[src/rtl/jpeg_rle_symbolizer.sv]
// JPEG run-length symbolizer: turns zig-zag ordered quantized coefficients into
// (run, size, amplitude) symbols including ZRL and EOB, with registered output.
module jpeg_rle_symbolizer #(
  parameter int unsigned COEF_W = 12
) (
  input  logic              clk,
  input  logic              rst,
  input  logic              in_valid,
  output logic              in_ready,
  input  logic [COEF_W-1:0] in_coef,
  output logic              out_valid,
  input  logic              out_ready,
  output logic              out_dc,
  output logic [3:0]        out_run,
  output logic [3:0]        out_size,
  output logic [COEF_W-1:0] out_amp,
  output logic              out_last
);

  typedef enum logic {ACCEPT, ZRL} state_t;

  localparam logic [COEF_W-1:0] ONE = COEF_W'(1);

  function automatic logic [3:0] coef_size(input logic [COEF_W-1:0] v);
    logic [COEF_W-1:0] mag;
    logic [3:0]        s;
    mag = v[COEF_W-1] ? (~v + ONE) : v;
    s   = '0;
    for (int unsigned i = 0; i < COEF_W; i++) begin
      if (mag[i]) s = 4'(i + 1);
    end
    return s;
  endfunction

  // Negative values use JPEG one's complement form: (v-1) truncated to size bits.
  function automatic logic [COEF_W-1:0] coef_amp(input logic [COEF_W-1:0] v,
                                                 input logic [3:0]        size);
    logic [COEF_W-1:0] raw;
    logic [COEF_W-1:0] mask;
    raw  = v[COEF_W-1] ? (v - ONE) : v;
    mask = '0;
    for (int unsigned i = 0; i < COEF_W; i++) begin
      if (i < 32'(size)) mask[i] = 1'b1;
    end
    return raw & mask;
  endfunction

  state_t            state, state_n;
  logic [5:0]        idx, idx_n;
  logic [5:0]        zrun, zrun_n;
  logic [COEF_W-1:0] hold_coef, hold_coef_n;
  logic [5:0]        hold_idx, hold_idx_n;

  logic              ov_n, dc_n, last_n;
  logic [3:0]        run_n, size_n;
  logic [COEF_W-1:0] amp_n;

  logic              slot_free;
  logic              accept;
  logic [3:0]        in_size, hold_size;
  logic [COEF_W-1:0] in_amp, hold_amp;

  assign slot_free = !out_valid || out_ready;
  assign in_ready  = !rst && (state == ACCEPT) && slot_free;
  assign accept    = in_valid && in_ready;

  assign in_size   = coef_size(in_coef);
  assign in_amp    = coef_amp(in_coef, in_size);
  assign hold_size = coef_size(hold_coef);
  assign hold_amp  = coef_amp(hold_coef, hold_size);

  always_comb begin
    state_n     = state;
    idx_n       = idx;
    zrun_n      = zrun;
    hold_coef_n = hold_coef;
    hold_idx_n  = hold_idx;
    ov_n        = out_valid;
    dc_n        = out_dc;
    run_n       = out_run;
    size_n      = out_size;
    amp_n       = out_amp;
    last_n      = out_last;

    if (out_valid && out_ready) begin
      ov_n   = 1'b0;
      last_n = 1'b0;
    end

    unique case (state)
      ACCEPT: begin
        if (accept) begin
          idx_n = idx + 6'd1;
          if (idx == 6'd0) begin
            ov_n   = 1'b1;
            dc_n   = 1'b1;
            run_n  = '0;
            size_n = in_size;
            amp_n  = in_amp;
            last_n = 1'b0;
            zrun_n = '0;
          end else if (in_coef == '0) begin
            if (idx == 6'd63) begin
              ov_n   = 1'b1;
              dc_n   = 1'b0;
              run_n  = '0;
              size_n = '0;
              amp_n  = '0;
              last_n = 1'b1;
              zrun_n = '0;
            end else begin
              zrun_n = zrun + 6'd1;
            end
          end else if (zrun[5:4] == 2'b00) begin
            ov_n   = 1'b1;
            dc_n   = 1'b0;
            run_n  = zrun[3:0];
            size_n = in_size;
            amp_n  = in_amp;
            last_n = (idx == 6'd63);
            zrun_n = '0;
          end else begin
            // The first ZRL goes out in the accepting slot so each ZRL costs
            // exactly one stalled input cycle.
            ov_n        = 1'b1;
            dc_n        = 1'b0;
            run_n       = 4'd15;
            size_n      = '0;
            amp_n       = '0;
            last_n      = 1'b0;
            zrun_n      = zrun - 6'd16;
            hold_coef_n = in_coef;
            hold_idx_n  = idx;
            state_n     = ZRL;
          end
        end
      end

      ZRL: begin
        if (slot_free) begin
          ov_n = 1'b1;
          dc_n = 1'b0;
          if (zrun[5:4] != 2'b00) begin
            run_n  = 4'd15;
            size_n = '0;
            amp_n  = '0;
            last_n = 1'b0;
            zrun_n = zrun - 6'd16;
          end else begin
            run_n   = zrun[3:0];
            size_n  = hold_size;
            amp_n   = hold_amp;
            last_n  = (hold_idx == 6'd63);
            zrun_n  = '0;
            state_n = ACCEPT;
          end
        end
      end

      default: state_n = ACCEPT;
    endcase
  end

  always_ff @(posedge clk or posedge rst) begin
    if (rst) begin
      state     <= ACCEPT;
      idx       <= '0;
      zrun      <= '0;
      hold_coef <= '0;
      hold_idx  <= '0;
      out_valid <= 1'b0;
      out_dc    <= 1'b0;
      out_run   <= '0;
      out_size  <= '0;
      out_amp   <= '0;
      out_last  <= 1'b0;
    end else begin
      state     <= state_n;
      idx       <= idx_n;
      zrun      <= zrun_n;
      hold_coef <= hold_coef_n;
      hold_idx  <= hold_idx_n;
      out_valid <= ov_n;
      out_dc    <= dc_n;
      out_run   <= run_n;
      out_size  <= size_n;
      out_amp   <= amp_n;
      out_last  <= last_n;
    end
  end

endmodule

[config.mk]
export PLATFORM = sky130hd
export DESIGN_NAME = jpeg_rle_symbolizer
export DESIGN_NICKNAME = d
export VERILOG_FILES = /design/src/rtl/jpeg_rle_symbolizer.sv
export SDC_FILE = /design/constraint.sdc
export NUM_CORES = 1
export LEC_CHECK = 0
export BUFFER_PORTS_ARGS = -buffer_cell sky130_fd_sc_hd__buf_2
export CAP_MARGIN = 10
export CORE_ASPECT_RATIO = 0.5
export CORE_UTILIZATION = 58
export CTS_CLUSTER_DIAMETER = 80
export DETAILED_ROUTE_END_ITERATION = 12
export PLACE_DENSITY = 0.88
export REMOVE_ABC_BUFFERS = 1
export SLEW_MARGIN = 15
export SYNTH_ARGS = -nofsm -noshare
export SYNTH_HDL_FRONTEND = slang
export SYNTH_SLANG_ARGS = --single-unit
[constraint.sdc]
create_clock -name clk -period 3.15 [get_ports clk]
set_input_delay 0.945 -clock clk [delete_from_list [all_inputs] [get_ports clk]]
set_output_delay 0.945 -clock clk [all_outputs]
set_load 0.03 [all_outputs]
==> reports/metrics.cfg, run 1 <==
[timing]
tightest_slew_ns = 0.8160
maxSlewViolCount = 0
finalCritPeriodShare_pct = 95.29
max_freq_mhz = 333.2
finalHoldViolCount = 0
hold_ws_ns = 0.4773
rsz0062_at_grt = no
clock_skew_ns = 0.008464
relSlewSlack_pct = 45.48
final.min_clock_period_ns = 3.002
setup_viol = 0

[hold_path]
hold_start = out_amp[7]
min_to = out_amp[7]
min_path_type = reg -> reg
hold_depth = 2

[power]
p_clk_share_pct = 16.8
total_power_w = 0.003715
leakage_nw = 2.084
power_density_mw_per_mm2 = 744.9
intPower_w = 0.002017
power_switching_w = 0.001698
ir_worst_vdd_mv = 0.3202
power_frac_comb_pct = 52.5
swShare_pct = 45.70
power_frac_seq_pct = 30.6

[yosys]
yosys-top-cells-area = dfrtp_1 32%, o21ai_0 4.7%, xnor2_1 4.5%, nand2_1 4.1%, nor2_1 3.4%
seq_area_frac_synth_pct = 31.76
synth.top_cell.area_share_pct = 31.76
synth_warnings = 0
synth_top_cell_by_area = dfrtp_1
synth_top_flop_cell = dfrtp_1
post_synth_inst_count = 522
post_synth.cell_area_avg_sq_um = 8.150
async_flop_share_pct = 100.0
synth_seq_cells = 54
syn_area_sq_mm = 0.004254
synth-edff-count = 0
ys_types = 77

[clocking]
ctsHoldBuffers = 0
cts_tree = yes
clk_pin_slew_ns = 0.07
clk_path_buf_depth = 2
root_buffer = clkbuf_16
clkSinkCount = 54
htree_levels = 2
clkLatencyLatePin_ns = 0.29
cts_buffers = 5
post_cts_buffers = 0

[finish]
final_util_pct = 72.45
layout-area-overhead-vs-synth_pct = 17.24
n_antenna_cell = 0
drive_gt1_share_pct = 22.20
n_fill_cell = 495
nNetsFinal = 601

[drt]
ant_nets = 0
via_per_inst = 6.661
wirelength_um = 11860
vias = 4483
drt-wirelength-per-cell_um = 17.62
initialDrtViolationCount = 490
drt_first_pass_iters = 5
post-route-drc-count = 0

[placement]
gp_congestion = 0.9022
dp_hpwl_um = 8645
io_buffers = 39

[worst_setup_path]
r2r-start = hold_coef[0]
critPathRequiredTime_ns = 3.32
path_class = in -> reg
crit_family = compound AO/OA/AOI/OAI gates
worstPathCellList = buf_2 > inv_1 > ha_1 > nor3b_1 > a21boi_0 > xnor2_1 > a221oi_1 > o221ai_1 > a31oi_1 > nand3_1
crit_buf_inv = 2
cp-end-kind = register
r2r_slack_ns = 0.25
cp.arrival_ns = 3.17
slowest_delay_ns = 0.42
reg2reg_depth = 9
critPathLaunchType = primary input
r2r-end = out_amp[4]
cp_slowest_cell = a221oi_1
path_max_fanout = 8

[die]
num_rows = 21
fp.dieH_um = 62.56
coreArea_sq_mm = 0.006884
die_area_sq_mm = 0.007702
num_io_pins = 40
dieWidth_um = 123.1
start_util_pct = 61.80

[run_status]
status = finished, final reports clean

[global_route]
grt_pass1_wl_um = 19690
grt_use_total_pct = 32.12
antenna_found_initial = 0
grt_overflow = 0
grt_max_degree = 32
grt_pass1_vias = 4070

[run]
max-cap-violations = 0

-- synth_stat cells (5+ instances only) --
| library cell | count |
|---|---|
| a211oi_1 | 6 |
| a21oi_1 | 23 |
| a31oi_1 | 14 |
| a32oi_1 | 6 |
| and2_1 | 5 |
| clkbuf_1 | 31 |
| dfrtp_1 | 54 |
| ha_1 | 5 |
| inv_1 | 12 |
| mux2_2 | 12 |
| nand2_1 | 46 |
| nand2b_1 | 9 |
| nand3_1 | 22 |
| nand4_1 | 6 |
| nor2_1 | 38 |
| nor2b_1 | 11 |
| nor3_1 | 20 |
| nor3b_1 | 5 |
| nor4_1 | 6 |
| o21ai_0 | 40 |
| o22ai_1 | 5 |
| o31ai_1 | 7 |
| or2_2 | 10 |
| or3_1 | 7 |
| or4_1 | 7 |
| xnor2_1 | 22 |
| xor2_1 | 10 |
-- registers in the layout, indices dropped and copies added, names as in the netlist --
name / flops
hold_coef: 12
out_amp: 12
hold_idx: 6
idx: 6
zrun: 6
out_run: 4
out_size: 4
out_dc: 1
out_last: 1
out_valid: 1
state: 1
-- logic make-up (layout without fill, tap and decap cells) --
logic type	Yosys count	after routing	synth area share, %
buffers and inverters	51	110	4.794
xor gates and xnor gates	32	32	6.588
adders and majority gates	5	5	1.471
and+or+nand+nor	215	215	27.56
AOI/OAI and AO/OA	151	151	24.18
DFF	54	54	31.76
muxes	14	14	3.647
-- worst min-delay path: stages, from the launching register on --
cell     delay, ns
dfrtp_1       0.34
nand2_1       0.04
o21ai_0       0.06
-- routing by layer --
| metal | global-route usage (%) | share of wire (%) | wire, um | up-vias |
|---|---|---|---|---|
| met3 | 6.843 | 10 | 1205 | 27 |
| met4 | 6.024 | 1.4 | 161 | 0 |
| met1 | 45.69 | 43 | 5071 | 2113 |
| met2 | 50.70 | 46 | 5421 | 285 |
| li1 | - | - | - | 2058 |
| met5 | 0 | 0 | 0 | - |
-- cell usage in the layout (no fill, tap or decap), drive strengths merged, types with 3 or more instances in the layout --
cell	instances
o2111ai	3
a21o	4
o22ai	5
xor2	10
nor2	38
a32oi	6
nand4	6
nor4	8
a211oi	6
nor3	21
and2	6
buf	89
a21oi	23
or3	7
inv	12
or2	10
xnor2	22
o31ai	7
ha	5
dfrtp	54
o41ai	3
nand2	46
a21boi	3
clkbuf	6
o31a	4
nor3b	5
and3	3
a31oi	14
o21ai	41
o211ai	3
nand2b	9
mux2	12
or4	8
o21a	4
nand3	22
nor2b	11
o311ai	3
-- worst max-delay path by stage --
stage,from,end,cells after the start
after global placement,in_coef[2],out_amp[0],7
final,in_coef[1],out_amp[6],10
after CTS,in_coef[2],out_amp[6],8
after global routing,in_coef[0],zrun[2],11
after floorplan,in_coef[0],out_size[2],8
after detailed placement,in_coef[2],out_amp[0],7
-- repair_timing --
| item | CTS | global route |
|---|---|---|
| endpoints found under the hold margin | 0 | 0 |
| resized for setup | 0 | 2 |
| setup endpoints to repair | 0 | 2 |
-- area by class of cell --
type / instances / area (sq um) / share of cell area, %
timing repair buffer: 89 / 595.6 / 11.94
multi-input combinational: 417 / 2710 / 54.34
clock inverter: 2 / 37.54 / 0.7526
inverter: 13 / 48.80 / 0.9784
clock buffer: 6 / 128.9 / 2.584
tap: 92 / 115.1 / 2.308
sequential: 54 / 1351 / 27.09
-- per-stage QoR --
stage | instances | setup slack (ns) | cell area (sq um) | TNS, ns
floorplan | 484 | -0.08356 | 4099 | -0.1984
global placement | 665 | 0.02284 | 4810 | 0
detailed placement | 665 | -0.05195 | 4810 | -0.1324
CTS | 673 | 0.1346 | 4976 | 0
global route | 673 | 0.006450 | 4987 | 0
finish | 673 | 0.1484 | 4987 | 0
-- power groups by stage --
stage               logic [W]  registers (W)  clock network (W)
detailed placement    0.00186        0.00114                  0
global route          0.00211        0.00117           0.000659
global placement      0.00180        0.00112                  0
CTS                   0.00188        0.00113           0.000623
finish                0.00195        0.00114           0.000625
floorplan             0.00117        0.00122                  0
(Power assumes the default switching activity.)
==> run 2: changes to the inputs <==
--- a/config.mk
+++ b/config.mk
@@ -8,11 +8,10 @@
 export BUFFER_PORTS_ARGS = -buffer_cell sky130_fd_sc_hd__buf_2
 export CAP_MARGIN = 10
 export CORE_ASPECT_RATIO = 0.5
-export CORE_UTILIZATION = 58
+export CORE_UTILIZATION = 60
 export CTS_CLUSTER_DIAMETER = 80
 export DETAILED_ROUTE_END_ITERATION = 12
-export PLACE_DENSITY = 0.88
-export REMOVE_ABC_BUFFERS = 1
+export PLACE_DENSITY = 0.91
 export SLEW_MARGIN = 15
 export SYNTH_ARGS = -nofsm -noshare
 export SYNTH_HDL_FRONTEND = slang
==> run 2 against run 1 <==
Against the previous run: register-to-register slack is essentially flat; cell area shrank 1.4%; critical path depth fell by 3; sequential power hardly changed; total power down 2.3%; worst hold slack worse by 0.0013 ns; via count is 0.56% lower; clock power decreased by 10%; critical endpoint is now out_amp[0]; largest cell class unchanged.
==> reports/metrics.cfg, run 2 (synthesis results as in run 1) <==
[worst_setup_path]
r2r_slack_ns = 0.25
critPathLaunchType = primary input
cp.arrival_ns = 3.20
path_class = in -> reg
r2r-start = hold_coef[1]
cp-end-kind = register
path_max_fanout = 8
critPathRequiredTime_ns = 3.30
reg2reg_depth = 9
r2r-end = out_amp[0]

[power]
intPower_w = 0.001959
p_clk_share_pct = 15.5
ir_worst_vdd_mv = 0.3119
power_frac_seq_pct = 31.5
total_power_w = 0.003629
swShare_pct = 46.02
leakage_nw = 2.048
power_density_mw_per_mm2 = 737.7
power_frac_comb_pct = 53.0
power_switching_w = 0.001670

[die]
num_rows = 21
die_area_sq_mm = 0.007451
start_util_pct = 62.75
num_io_pins = 40
coreArea_sq_mm = 0.006779
dieWidth_um = 121.1
fp.dieH_um = 61.54

[drt]
drt_first_pass_iters = 5
vias = 4458
post-route-drc-count = 0
drt-wirelength-per-cell_um = 18.29
via_per_inst = 6.694
wirelength_um = 12180
ant_nets = 0
initialDrtViolationCount = 682

[finish]
n_antenna_cell = 0
mostFrequentLayoutCell = dfrtp_1
layout_common_cells = 54 x dfrtp_1, 46 x nand2_1, 40 x o21ai_0, 40 x buf_4, 39 x buf_2
drive_gt1_share_pct = 21.08
register_area_sq_mm = 0.001351
multi_input_area_sq_mm = 0.002701
layout-area-overhead-vs-synth_pct = 15.65
largestRegisters = hold_coef: 12 flops, out_amp: 12 flops
nNetsFinal = 594
n_fill_cell = 460

[timing]
max_freq_mhz = 328.0
relSlewSlack_pct = 37.02
finalHoldViolCount = 0
clock_skew_ns = 0.003983
maxSlewViolCount = 0
final.min_clock_period_ns = 3.049
final.setup.worst_slack_ns = 0.1013
setup_viol = 0
tightest_slew_ns = 0.9433
finalCritPeriodShare_pct = 96.78
rsz0062_at_grt = no

[placement]
dp_hpwl_um = 8845
dp_slack_ns = -0.1530
gp_congestion = 1.002
io_buffers = 39

[clocking]
clkSinkCount = 54
clk_pin_slew_ns = 0.07
clk_path_buf_depth = 2
post_cts_buffers = 0
htree_levels = 2
root_buffer = clkbuf_16
cts_tree = yes
clkLatencyLatePin_ns = 0.29
cts_buffers = 5

[yosys]
synth_nets = 543

[run]
max-cap-violations = 0

[run_status]
status = finished, final reports clean

[global_route]
grt_use_total_pct = 33.14
antenna_found_initial = 0
grt_pass1_wl_um = 19170
grt_pass1_vias = 3930
grt_overflow = 0
grt_max_degree = 46

[hold_path]
hold_start = out_run[3]
hold_depth = 2
min_path_type = reg -> reg
min_to = out_run[3]

[run 2: layout make-up]
| type | instances | area share (%) |
|---|---|---|
| multi-input cells | 417 | 54.91 |
| flip-flops and latches | 54 | 27.47 |
| repair buffers | 82 | 11.29 |
| clock buffers | 7 | 2.899 |
| well taps | 92 | 2.340 |
| inverters | 13 | 0.9919 |
| clock inverters | 1 | 0.1017 |
[run 2: worst max-delay path: stages]
cell	delay (ns)
buf_2	0.12
or4_4	0.60
nor3_1	0.35
a311oi_1	0.24
a2111o_1	0.44
o311ai_1	0.33
o311ai_1	0.17
[run 2: power groups by stage]
stage | clock network [W] | logic, W | registers (W)
floorplan | 0 | 0.00137 | 0.00108
detailed placement | 0 | 0.00186 | 0.00114
global placement | 0 | 0.00182 | 0.00113
finish | 0.000562 | 0.00192 | 0.00114
global route | 0.000589 | 0.00208 | 0.00117
CTS | 0.000558 | 0.00187 | 0.00113
[run 2: worst max-delay path by stage]
stage / start / end / slack, ns / cells past startpoint
2_1_floorplan: in_coef[1] / out_amp[0] / 0.01 / 10
3_3_place_gp: in_coef[2] / out_amp[0] / -0.05 / 7
3_5_place_dp: in_coef[0] / out_amp[3] / -0.15 / 10
4_1_cts: in_coef[0] / out_amp[0] / 0.13 / 9
5_1_grt: in_coef[2] / out_amp[0] / 0.01 / 7
6_report: in_coef[2] / out_amp[0] / 0.10 / 7
[run 2: repair_timing]
item                                    4_1_cts  5_1_grt
hold buffers                                  0        0
endpoints found under the setup margin        0        5
gates resized for setup                       0        1
[run 2: metal layers]
metal,GRT usage [%],part of all wire (%)
met1,44.05,43
met2,53.22,45
met3,7.870,8.7
met4,13.93,3.0
met5,0,0
[run 2: stage by stage]
step	cell area, sq um	cells	utilization (%)	TNS [ns]	hold slack, ns
3_3_place_gp	4770	658	70.36	-0.1249	0.4600
4_1_cts	4917	666	72.54	0	0.4812
2_1_floorplan	4255	522	-	0	0.4500
5_1_grt	4920	666	72.57	0	0.5125
3_5_place_dp	4770	658	70.36	-0.8775	0.4660
6_report	4920	666	72.57	0	0.4760
==> run 3: changes to the inputs <==
==> constraint.sdc (replaced) <==
create_clock -name clk -period 3.1 [get_ports clk]
set_input_delay 0.93 -clock clk [delete_from_list [all_inputs] [get_ports clk]]
set_output_delay 0.93 -clock clk [all_outputs]
set_load 0.03 [all_outputs]
==> run 3 against run 2 <==
Against the previous run: die area did not move; sequential power about the same; worst hold slack improved by 0.0077 ns; core utilization is 1.8 points higher; largest power group unchanged.
==> reports/metrics.cfg, run 3 (synthesis results as in run 1) <==
[run_status]
status = finished, final reports clean

[timing]
final.setup.worst_slack_ns = 0.09564
finalCritPeriodShare_pct = 96.91
relSlewSlack_pct = 46.59
maxSlewViolCount = 0
final.min_clock_period_ns = 3.004
clock_skew_ns = 0.009609
finalHoldViolCount = 0
tightest_slew_ns = 0.8000
setup_viol = 0
max_freq_mhz = 332.8

[run]
max-cap-violations = 0

[worst_setup_path]
r2r_slack_ns = 0.27
path_class = in -> reg
reg2reg_depth = 9
crit_family = compound AO/OA/AOI/OAI gates
cp-end-kind = register
slowest_delay_ns = 0.62
critPathLaunchType = primary input
worstPathCellList = buf_2 > or4_4 > nor3_1 > a311oi_1 > a2111o_1 > a22o_1 > a31oi_1 > o21ai_0
r2r-start = hold_coef[1]
cp.arrival_ns = 3.17
r2r-end = out_amp[2]
crit_buf_inv = 1
path_max_fanout = 9
critPathRequiredTime_ns = 3.26
path_depth = 8
cp_slowest_cell = or4_4

[clocking]
clkSinkCount = 54
clk_pin_slew_ns = 0.07
clkLatencyLatePin_ns = 0.30
clk_path_buf_depth = 2
cts_tree = yes
root_buffer = clkbuf_16
htree_levels = 2
cts_buffers = 5

[die]
fp.dieH_um = 61.54
dieWidth_um = 121.1
num_io_pins = 40
coreArea_sq_mm = 0.006779
num_rows = 21
die_area_sq_mm = 0.007451
start_util_pct = 62.75

[hold_path]
hold_depth = 2
hold_start = out_amp[9]
min_path_type = reg -> reg
min_to = out_amp[9]

[global_route]
grt_pass1_vias = 3891
grt_overflow = 0
grt_pass1_wl_um = 19130
grt_max_degree = 40
antenna_found_initial = 0
grt_use_total_pct = 33.32

[power]
ir_worst_vdd_mv = 0.3311
leakage_nw = 2.123
power_density_mw_per_mm2 = 732.6

[placement]
io_buffers = 39
dp_hpwl_um = 8891
dp_slack_ns = -0.1182
placed_cell_area_sq_mm = 0.004877
gp_congestion = 1.023

[finish]
n_antenna_cell = 0
largestRegisters = hold_coef: 12 flops, out_amp: 12 flops
drive_gt1_share_pct = 23.56
mostFrequentLayoutCell = buf_4
layout-area-overhead-vs-synth_pct = 18.47
layout_common_cells = 57 x buf_4, 54 x dfrtp_1, 46 x nand2_1
nNetsFinal = 610
n_fill_cell = 460
postLayoutCellArea_sq_mm = 0.005040

[drt]
via_per_inst = 6.852
vias = 4673
drt_first_pass_iters = 6
wirelength_um = 12690
initialDrtViolationCount = 803
ant_nets = 0
post-route-drc-count = 0
drt-wirelength-per-cell_um = 18.60

[yosys]
synth_nets = 543

## run 3: changes by cell type in the layout (fill, tap and decap cells not counted)
cell and delta:
buf_4 +17, a211oi_1 -1, a211oi_2 +1, buf_12 -1, o41ai_1 -1, o41ai_2 +1
## run 3: layer usage
layer  GRT usage, %  wire [um]  up-vias
met1          43.75       5158     2175
met3          6.574       1291       89
met2          56.49       5700      337
li1               -          -     2072
met5              0          0        -
met4          11.82        537        0
## run 3: power by group
group / total [W] / internal (W) / switching, W
Combinational: 0.00196 / 0.000793 / 0.00117
Clock: 0.000569 / 0.000321 / 0.000248
Sequential: 0.00116 / 0.000880 / 0.000283
Total: 0.00369 / 0.00199 / 0.00170
## run 3: layout make-up
| cell class | count | area, sq um | share of cell area (%) |
|---|---|---|---|
| inverters | 13 | 48.80 | 0.9682 |
| flip-flops and latches | 54 | 1351 | 26.81 |
| clock inverters | 1 | 5.005 | 0.09930 |
| repair buffers | 98 | 663.1 | 13.16 |
| multi-input cells | 417 | 2714 | 53.85 |
| clock buffers | 7 | 142.6 | 2.830 |
| well taps | 92 | 115.1 | 2.284 |
## run 3: per-stage QoR
step | total power (W) | utilization (%) | hold slack, ns | TNS, ns | std cells
final | 0.003692 | 74.34 | 0.4837 | 0 | 682
after global placement | 0.002988 | 71.95 | 0.4566 | -0.1691 | 674
after CTS | 0.003620 | 74.12 | 0.4852 | 0 | 682
after detailed placement | 0.003044 | 71.95 | 0.4706 | -0.7604 | 674
after floorplan | 0.002494 | - | 0.4500 | 0 | 522
after global routing | 0.003880 | 74.34 | 0.5009 | -0.02085 | 682
## run 3: worst max-delay path by stage
stage                     from           to  slack (ns)
floorplan           in_coef[0]   out_amp[0]        0.06
global placement    in_coef[1]  out_size[1]       -0.07
detailed placement  in_coef[2]   out_amp[0]       -0.12
CTS                 in_coef[2]   out_amp[2]        0.13
global route        in_coef[1]   out_amp[2]       -0.02
finish              in_coef[2]   out_amp[2]         0.1
## run 3: what timing repair did
action / in CTS / in global routing
setup buffers: 0 / 0
hold buffers: 0 / 0
setup endpoints to repair: 0 / 6
gates resized for setup: 0 / 3
## run 3: worst reg2reg max path: cells and delay by family, from the launching register on
kind / cells / cell delay, ns
flip-flops: 1 / 0.38
AO/OA/AOI/OAI: 5 / 0.82
AND/OR/NAND/NOR: 2 / 1.24
buffers and inverters: 1 / 0.08
adder cells (fa/ha/maj): 1 / 0.17
